**src/rtl/bin_dec_scheduler_if.sv**
```systemverilog
// Handshake bundle for the bin decode scheduler: parser requests,
// bitstream byte stream and the decoded bin result.
// master = parser / bitstream source side, slave = scheduler side.
interface bin_dec_scheduler_if #(
  parameter int CTX_AW = 6
);
  // Bin decode request from the syntax parser
  logic              req_valid;
  logic              req_ready;
  logic              req_bypass;
  logic [CTX_AW-1:0] req_ctx;

  // Bitstream bytes
  logic              bs_valid;
  logic              bs_ready;
  logic [7:0]        bs_data;

  // Decoded bin result
  logic              bin_valid;
  logic              bin_out;
  logic [CTX_AW-1:0] bin_ctx;

  modport master (
    output req_valid, req_bypass, req_ctx, bs_valid, bs_data,
    input  req_ready, bs_ready, bin_valid, bin_out, bin_ctx
  );

  modport slave (
    input  req_valid, req_bypass, req_ctx, bs_valid, bs_data,
    output req_ready, bs_ready, bin_valid, bin_out, bin_ctx
  );
endinterface

```
**src/rtl/bin_dec_scheduler.sv**
```systemverilog
// Bin decode scheduler: sequences one bin at a time through an external
// arithmetic decoder. Context-coded bins fetch their pState from an
// on-chip context table first; bypass bins go straight to the decoder.
// A small byte FIFO feeds the decoder and stalls it when it asks for a
// byte that has not arrived yet.
//
// Optional build macro: BIN_DEC_SCHED_STATS_EN adds the saturating
// statistics outputs stat_bins and stat_stalls.
module bin_dec_scheduler #(
  parameter int CTX_AW    = 6,
  parameter int BUF_DEPTH = 2
) (
  input  logic                      clk,
  input  logic                      reset,
  bin_dec_scheduler_if.slave        bus,
  input  logic                      ctx_wr_en,
  input  logic [CTX_AW-1:0]         ctx_wr_addr,
  input  logic [7:0]                ctx_wr_data,
  input  logic                      ctx_upd_en,
  input  logic [7:0]                ctx_upd_data,
  output logic                      dec_step,
  output logic                      dec_bypass,
  output logic [7:0]                dec_pstate,
  output logic [7:0]                dec_data,
  input  logic                      dec_request_byte,
  input  logic                      dec_bin
`ifdef BIN_DEC_SCHED_STATS_EN
  ,
  output logic [31:0]               stat_bins,
  output logic [31:0]               stat_stalls
`endif
);

  localparam int CTX_N = 1 << CTX_AW;
  localparam int PW    = $clog2(BUF_DEPTH);
  localparam int CW    = $clog2(BUF_DEPTH) + 1;

  localparam logic [1:0] IDLE   = 2'd0;
  localparam logic [1:0] CTX_RD = 2'd1;
  localparam logic [1:0] EXEC   = 2'd2;
  localparam logic [1:0] DONE   = 2'd3;

  // Control state
  logic [1:0]        state;
  logic              bypass_p0;
  logic [CTX_AW-1:0] ctx_p0;

  // Bin result registers
  logic              bin_out_r;
  logic [CTX_AW-1:0] bin_ctx_r;
  logic              last_bypass;

  // Context table
  logic [7:0]        ctx_mem [CTX_N];
  logic              upd_ok;
  logic              upd_hit_wr;
  logic [7:0]        pstate_rd;

  // Byte FIFO
  logic [7:0]        buf_mem [BUF_DEPTH];
  logic [PW-1:0]     wr_ptr;
  logic [PW-1:0]     rd_ptr;
  logic [CW-1:0]     count;
  logic              fifo_empty;
  logic              fifo_full;
  logic              push;
  logic              pop;

  // ---------------------------------------------------------------
  // Handshake and decoder strobes
  // ---------------------------------------------------------------
  assign bus.req_ready = (state == IDLE);
  assign bus.bin_valid = (state == DONE);
  assign bus.bin_out   = bin_out_r;
  assign bus.bin_ctx   = bin_ctx_r;

  // The decoder only advances when it has the byte it asked for.
  assign dec_step   = (state == EXEC) && !(dec_request_byte && fifo_empty);
  assign dec_bypass = bypass_p0;

  // Request acceptance and bin sequencing
  always_ff @(posedge clk or posedge reset) begin
    if (reset) begin
      state     <= IDLE;
      bypass_p0 <= 1'b0;
      ctx_p0    <= '0;
    end else begin
      case (state)
        IDLE: begin
          if (bus.req_valid) begin
            bypass_p0 <= bus.req_bypass;
            ctx_p0    <= bus.req_ctx;
            state     <= bus.req_bypass ? EXEC : CTX_RD;
          end
        end
        CTX_RD: state <= EXEC;
        EXEC: begin
          if (dec_step) begin
            state <= DONE;
          end
        end
        DONE:    state <= IDLE;
        default: state <= IDLE;
      endcase
    end
  end

  // ---------------------------------------------------------------
  // Context table: init writes, pState updates, CTX_RD fetch
  // ---------------------------------------------------------------
  // Updates apply only to the most recent context-coded bin; an init
  // write to the same entry in the same cycle takes priority.
  assign upd_ok     = ctx_upd_en && !last_bypass;
  assign upd_hit_wr = ctx_wr_en && (ctx_wr_addr == bin_ctx_r);

  // Read with write-through so a same-cycle write is never missed
  always_comb begin
    pstate_rd = ctx_mem[ctx_p0];
    if (upd_ok && (bin_ctx_r == ctx_p0)) begin
      pstate_rd = ctx_upd_data;
    end
    if (ctx_wr_en && (ctx_wr_addr == ctx_p0)) begin
      pstate_rd = ctx_wr_data;
    end
  end

  // Table storage is deliberately left untouched by reset
  always_ff @(posedge clk) begin
    if (upd_ok && !upd_hit_wr) begin
      ctx_mem[bin_ctx_r] <= ctx_upd_data;
    end
    if (ctx_wr_en) begin
      ctx_mem[ctx_wr_addr] <= ctx_wr_data;
    end
  end

  // pState presented to the decoder, loaded during the CTX_RD cycle
  always_ff @(posedge clk or posedge reset) begin
    if (reset) begin
      dec_pstate <= 8'h00;
    end else if (state == CTX_RD) begin
      dec_pstate <= pstate_rd;
    end
  end

  // ---------------------------------------------------------------
  // Bin result capture
  // ---------------------------------------------------------------
  // last_bypass starts set so no update can land before a context bin.
  always_ff @(posedge clk or posedge reset) begin
    if (reset) begin
      bin_out_r   <= 1'b0;
      bin_ctx_r   <= '0;
      last_bypass <= 1'b1;
    end else if (dec_step) begin
      bin_out_r   <= dec_bin;
      bin_ctx_r   <= ctx_p0;
      last_bypass <= bypass_p0;
    end
  end

  // ---------------------------------------------------------------
  // Bitstream byte FIFO
  // ---------------------------------------------------------------
  assign fifo_empty  = (count == '0);
  assign fifo_full   = (count == CW'(BUF_DEPTH));
  assign bus.bs_ready = !fifo_full;
  assign push        = bus.bs_valid && !fifo_full;
  assign pop         = dec_step && dec_request_byte;
  assign dec_data    = fifo_empty ? 8'h00 : buf_mem[rd_ptr];

  // Pointers wrap naturally because BUF_DEPTH is a power of two
  always_ff @(posedge clk or posedge reset) begin
    if (reset) begin
      wr_ptr <= '0;
      rd_ptr <= '0;
      count  <= '0;
    end else begin
      if (push) begin
        wr_ptr <= wr_ptr + PW'(1);
      end
      if (pop) begin
        rd_ptr <= rd_ptr + PW'(1);
      end
      case ({push, pop})
        2'b10:   count <= count + CW'(1);
        2'b01:   count <= count - CW'(1);
        default: count <= count;
      endcase
    end
  end

  // Byte storage; contents beyond the occupancy are never observed
  always_ff @(posedge clk) begin
    if (push) begin
      buf_mem[wr_ptr] <= bus.bs_data;
    end
  end

  // ---------------------------------------------------------------
  // Optional statistics
  // ---------------------------------------------------------------
`ifdef BIN_DEC_SCHED_STATS_EN
  function automatic logic [31:0] sat_inc(input logic [31:0] v);
    return (v == 32'hFFFF_FFFF) ? v : v + 32'd1;
  endfunction

  // Count delivered bins and decoder stall cycles, holding at max
  always_ff @(posedge clk or posedge reset) begin
    if (reset) begin
      stat_bins   <= 32'd0;
      stat_stalls <= 32'd0;
    end else begin
      if (state == DONE) begin
        stat_bins <= sat_inc(stat_bins);
      end
      if ((state == EXEC) && !dec_step) begin
        stat_stalls <= sat_inc(stat_stalls);
      end
    end
  end
`else
  // Statistics counters are not built in this configuration.
`endif

endmodule
```
**src/flat_wrapper.sv**
```systemverilog
// flat-port wrapper written by rule: the top's interface ports become plain ports
module bin_dec_scheduler_flat 
#(
  parameter int CTX_AW    = 6,
  parameter int BUF_DEPTH = 2
)
  (clk, reset, ctx_wr_en, ctx_wr_addr, ctx_wr_data, ctx_upd_en, ctx_upd_data, dec_step, dec_bypass, dec_pstate, dec_data, dec_request_byte, dec_bin, bus_req_valid, bus_req_bypass, bus_req_ctx, bus_bs_valid, bus_bs_data, bus_req_ready, bus_bs_ready, bus_bin_valid, bus_bin_out, bus_bin_ctx);
  bin_dec_scheduler_if #(.CTX_AW(CTX_AW)) bus_i ();
  input  logic clk;
  input  logic reset;
  input  logic ctx_wr_en;
  input  logic [CTX_AW-1:0] ctx_wr_addr;
  input  logic [7:0] ctx_wr_data;
  input  logic ctx_upd_en;
  input  logic [7:0] ctx_upd_data;
  output logic dec_step;
  output logic dec_bypass;
  output logic [7:0] dec_pstate;
  output logic [7:0] dec_data;
  input  logic dec_request_byte;
  input  logic dec_bin;
  input wire logic [$bits(bus_i.req_valid)-1:0] bus_req_valid;
  input wire logic [$bits(bus_i.req_bypass)-1:0] bus_req_bypass;
  input wire logic [$bits(bus_i.req_ctx)-1:0] bus_req_ctx;
  input wire logic [$bits(bus_i.bs_valid)-1:0] bus_bs_valid;
  input wire logic [$bits(bus_i.bs_data)-1:0] bus_bs_data;
  output wire logic [$bits(bus_i.req_ready)-1:0] bus_req_ready;
  output wire logic [$bits(bus_i.bs_ready)-1:0] bus_bs_ready;
  output wire logic [$bits(bus_i.bin_valid)-1:0] bus_bin_valid;
  output wire logic [$bits(bus_i.bin_out)-1:0] bus_bin_out;
  output wire logic [$bits(bus_i.bin_ctx)-1:0] bus_bin_ctx;
  assign bus_i.req_valid = bus_req_valid;
  assign bus_i.req_bypass = bus_req_bypass;
  assign bus_i.req_ctx = bus_req_ctx;
  assign bus_i.bs_valid = bus_bs_valid;
  assign bus_i.bs_data = bus_bs_data;
  assign bus_req_ready = bus_i.req_ready;
  assign bus_bs_ready = bus_i.bs_ready;
  assign bus_bin_valid = bus_i.bin_valid;
  assign bus_bin_out = bus_i.bin_out;
  assign bus_bin_ctx = bus_i.bin_ctx;
  bin_dec_scheduler #(.CTX_AW(CTX_AW), .BUF_DEPTH(BUF_DEPTH)) u_core (.clk(clk), .reset(reset), .bus(bus_i), .ctx_wr_en(ctx_wr_en), .ctx_wr_addr(ctx_wr_addr), .ctx_wr_data(ctx_wr_data), .ctx_upd_en(ctx_upd_en), .ctx_upd_data(ctx_upd_data), .dec_step(dec_step), .dec_bypass(dec_bypass), .dec_pstate(dec_pstate), .dec_data(dec_data), .dec_request_byte(dec_request_byte), .dec_bin(dec_bin));
endmodule
```
**config.mk**
```make
export PLATFORM = sky130hd
export DESIGN_NAME = bin_dec_scheduler_flat
export DESIGN_NICKNAME = d
export VERILOG_FILES = /design/src/rtl/bin_dec_scheduler_if.sv /design/src/rtl/bin_dec_scheduler.sv /design/src/flat_wrapper.sv
export SDC_FILE = /design/constraint.sdc
export NUM_CORES = 1
export LEC_CHECK = 0
export CAP_MARGIN = 20
export CORE_MARGIN = 1.5
export CORE_UTILIZATION = 45
export CTS_BUF_LIST = sky130_fd_sc_hd__clkbuf_4 sky130_fd_sc_hd__clkbuf_8
export DETAILED_ROUTE_END_ITERATION = 10
export DONT_BUFFER_PORTS = 1
export GPL_TIMING_DRIVEN = 0
export PLACE_DENSITY = 0.63
export REMOVE_ABC_BUFFERS = 1
export SLEW_MARGIN = 30
export SYNTH_ARGS = -nofsm -noshare
export SYNTH_HDL_FRONTEND = slang
export SYNTH_SLANG_ARGS = --single-unit
```
**constraint.sdc**
```tcl
create_clock -name clk -period 2.7 [get_ports clk]
set_clock_uncertainty 0.15 [all_clocks]
set_input_delay 0.54 -clock clk [delete_from_list [all_inputs] [get_ports clk]]
set_output_delay 0.54 -clock clk [all_outputs]
set_load 0.01 [all_outputs]
```
* Word level (Yosys, flattened, before mapping)
Memories as Yosys holds them, arrays and structs flattened. Cells that the tools add are included.
Cells by class: equality and inequality tests 11, bitwise operators 0, $add $sub $neg 4, muxes and demuxes 14, magnitude comparators 0, shift operators 0, multipliers 0, reductions and logical operators 18, div/mod/pow operators 0
Operators with widths (number):
- two-way mux 8 bit | 3
- == test 6 bit | 3
- logical AND 1 bit | 9
- == test 2 bit, second input constant | 4
- one-hot mux 2 bit (4 select lines) | 1
- two-way mux 1 bit | 6
- two-way mux 2 bit | 3
- == test 2 x 1 -> 1 bit, second input constant | 2
- zero test 1 bit | 4
- zero test 2 bit | 2
- one-hot mux 2 bit (2 select lines) | 1
- AND reduction 2 bit | 2
- adder 1 bit, second input constant | 2
- adder 2 x 1 -> 2 bit, second input constant | 1
- inequality test 2 x 1 -> 1 bit, second input constant | 1
- inequality test 2 bit, second input constant | 1
- nonzero test 2 bit | 1
- subtractor 2 x 1 -> 2 bit, second input constant | 1
Word-level totals: RAM bits 528, memories kept 2, word-level logic and storage cells 59, memory bits (read-only) 0, output and inout port bits 28, bits in latches 0, register bits 29
Memory list:
- u_core.ctx_mem | words 64, width 8, rd ports 1, clocked after Yosys merged registers in 0, wr ports 2, RTL line bin_dec_scheduler.sv:54 | logic [7:0] ctx_mem [CTX_N];
- u_core.buf_mem | words 2, width 8, rd ports 1, clocked after Yosys merged registers in 0, wr ports 1, RTL line bin_dec_scheduler.sv:60 | logic [7:0] buf_mem [BUF_DEPTH];

* Depth between registers and ports, before layout
word-level depth 7, depth in mapped cells 10, mapped depth without buffers 7

* Least setup slack after synthesis
No wires, ideal clock.
kind input to register, start in ctx_wr_addr[2], end mem u_core.ctx_mem[58][0] (enable), arrival 2.359 ns, setup time 0.384 ns, data required time 2.166 ns, path slack -0.193 ns, stages 7, path through buf_2 -> xnor2_1 -> nand4_1 -> nor3_1 -> a2111oi_2 -> nand2_1 -> o21ai_0
RTL lines:
- start, declared | RTL line flat_wrapper.sv:12 | input logic [CTX_AW-1:0] ctx_wr_addr;
- end, declared | RTL line bin_dec_scheduler.sv:54

==> out/results.tsv <==
metric	value	unit
outcome	complete, no violations	
Netlist Area Pre-Place	29000	µm²
slew of the pin with the lowest slew margin	1080	ps
CTS tree	built	
first-pass GRT wire length	127000	µm
Worst Min Path Start	ctx_wr_addr[0]	
YS warnings	0	
Detailed Route Iter0 Violations	2035	
Synth cell types	64	
Total Routing Usage GR	26.4	%
total number of H-tree levels	3	
Post-DRT Antenna Nets	0	
Rows	92	
CTS sink count	557	
register area share after synthesis	57.2	%
fillers	5134	
largest net degree at the start of global routing	67	
Static Leak	11.0	nW
fmax	371	MHz
vias per inst	6.38	
critical path arrival	2950	ps
Synth Register Bits	557	
Pre-Repair DR Iteration Count	7	
Most used DFF post-synth	edfxtp_1	
worst min path class	in -> reg	
antenna violations before repair	1	
# IOs	73	
Skew-Pair Late Insertion Delay	720	ps
Die W	257	µm
RSZ-0062 raised after global routing	true	
Storage cell area	16600	µm²
setup violators final	0	
DRC Markers	0	
number of max-cap violations	0	
IO buf count	0	
Max VDD drop	0.401	mV
Tmin final	2690	ps
drt wl/cell	30.4	µm
clk slew on worst S/H paths	60	ps
Synth top area share	54.7	%
met2 Usage GRT	40.5	%
CP Data Required Time	2950	ps
die area	65900	µm²
final period utilization	99.8	%
grt ovf	0	
fraction of registers with async set/reset	5.21	%
GP Congestion	0.844	
CP Max Fanout	8	
EDFF count, synth	528	
Die Ht	257	µm
pwr dens	841	nW/µm²
Multi-input gate area	12800	µm²
clk buf depth	3	
root buf cell	clkbuf_8	
RR Startpoint	u_core.bus.bin_ctx[4]	
GRT Max-Usage Layer	met2	
layout net count	2035	
Starting Density	45.8	%
CP Capture Type	flop	
kind of critical path	reg -> reg	
Slew headroom	28.0	%
cts bufs inserted	96	
Synth Instances	1952	
Synth area leaders	edfxtp_1, mux2_2, mux4_2	
Layout Utilization	54.3	%
setup TNS	0	ps
vias in the first global route	18200	
ratio of cells with drive above 1 in the final layout	51.4	%
WL final	88500	µm
syn avg cell area	14.8	µm²
core outline area	63300	µm²
met1 global-route usage	36.6	%
met3 Usage GRT	6.57	%
CP startpoint	u_core.bus.bin_ctx[4]	
Post-DP HPWL	50400	µm
dominant cell type by area after synthesis	edfxtp_1	
Final Max Tran Viols	0	
Final Hold Viols	0	
Vias	18600	
Critical Path Start Type	flop	
Area Overhead vs Synth	18.6	%
## cell usage in the layout (no fill, tap or decap), types with 5 or more instances in the layout
| cell | instances |
|---|---|
| a211oi_2 | 5 |
| nor2_2 | 32 |
| buf_16 | 20 |
| buf_4 | 33 |
| a2111oi_4 | 7 |
| edfxtp_1 | 528 |
| clkbuf_4 | 49 |
| a22oi_2 | 15 |
| nand2_4 | 5 |
| nor4_2 | 5 |
| nand2_1 | 124 |
| o22ai_1 | 15 |
| clkbuf_8 | 101 |
| o22ai_4 | 31 |
| and3_1 | 5 |
| inv_1 | 10 |
| nand4_1 | 7 |
| dfrtp_4 | 8 |
| o21ai_2 | 5 |
| a221o_1 | 5 |
| o21ai_0 | 69 |
| mux4_2 | 111 |
| clkinv_1 | 17 |
| nor2_4 | 5 |
| dfrtp_1 | 18 |
| mux2i_1 | 16 |
| mux2_2 | 479 |
| buf_12 | 26 |
| nor2b_1 | 16 |
| nand2_2 | 14 |
| dlygate4sd3_1 | 30 |
| xor2_1 | 5 |
| nand3_1 | 15 |
| a221oi_2 | 6 |
| buf_6 | 8 |
| nor2_1 | 36 |
| a22oi_1 | 28 |
| o21ai_4 | 27 |
| xnor2_1 | 15 |
## power breakdown
| group | leakage (nW) | switching, W | internal, W |
|---|---|---|---|
| Combinational | 4.90 | 0.00571 | 0.00462 |
| Sequential | 5.09 | 0.000812 | 0.0100 |
| Clock | 1.01 | 0.00353 | 0.00421 |
## final timing paths
check                                        endpoint  slack [ps]  depth (start not counted)
worst min-delay path            u_core.ctx_mem[48][5]          50                          3
worst max register to register  u_core.ctx_mem[25][7]           6                          4
max in group asynchronous            u_core.ctx_p0[2]        1640                          2
min in group asynchronous        u_core.dec_pstate[2]         240                          2
worst max-delay path            u_core.ctx_mem[25][7]           6                          4
worst min register to register          u_core.wr_ptr         370                          1
## flip-flops by register name (all words and copies together) (netlist names)
name,count
u_core.bus.bin_ctx,6
u_core.dec_bypass,1
u_core.count,2
u_core.dec_pstate,8
u_core.wr_ptr,1
u_core.ctx_p0,6
u_core.buf_mem,16
u_core.ctx_mem,512
u_core.rd_ptr,1
u_core.bus.bin_out,1
u_core.last_bypass,1
u_core.state,2
## cell usage after synthesis, drive strengths merged, types with 8 or more instances
cell type / instances
a211oi: 11
a22oi: 43
buf: 60
clkbuf: 133
dfrtp: 28
edfxtp: 528
inv: 13
mux2: 480
mux2i: 16
mux4: 111
nand2: 144
nand3: 20
nor2: 73
nor2b: 18
nor4: 8
o21ai: 101
o22ai: 48
xnor2: 15
## per-layer routing
layer	vias to the layer above	wire length, µm
met4	2	2690
met1	9679	36200
li1	7764	-
met2	924	41200
met3	185	8350
met5	-	11
## worst max-delay path, stage by stage, from the launching register on
cell and delay, ps:
dfrtp_4 540, buf_2 260, nand3b_1 640, o21ai_2 540, buf_4 240
## cells by family after synthesis
logic type | synth area share (%)
compound gates | 5.68
buf+inv | 3.13
simple gates | 5.23
xor+xnor | 0.665
mux | 27.8
flops | 57.2
fa+ha+maj | 0.216
## cell type report
| type | instances | share of cell area (%) |
|---|---|---|
| Timing Repair Buffer | 128 | 5.57 |
| Clock buffer | 149 | 5.10 |
| Tap cell | 846 | 3.08 |
| Antenna cell | 1 | 0.00729 |
| Sequential cell | 557 | 48.4 |
| Clock inverter | 26 | 0.463 |
| Inverter | 13 | 0.142 |
| Multi-Input combinational cell | 1189 | 37.3 |
## stage by stage
step	instance area, µm²	setup slack, ps	cells	hold slack [ps]	power [W]
4_1_cts	33700	-26.2	2874	10.8	0.0280
2_1_floorplan	28100	-3360	1759	311	0.0156
3_5_place_dp	29600	-1090	2627	341	0.0186
6_report	34300	5.50	2909	46.6	0.0289
3_3_place_gp	29200	-7410	2605	325	0.0167
5_1_grt	34300	-10.5	2908	52.9	0.0298
## timing repair
item                                    4_1_cts  5_1_grt
hold buffers                                 46        0
pin swaps                                    15       24
resized for setup                           188       53
cloned                                        3        4
endpoints found under the hold margin       575        0
setup buffers                                24       30
endpoints found under the setup margin      521      254
Note: power is estimated with default switching activity, not from simulation.
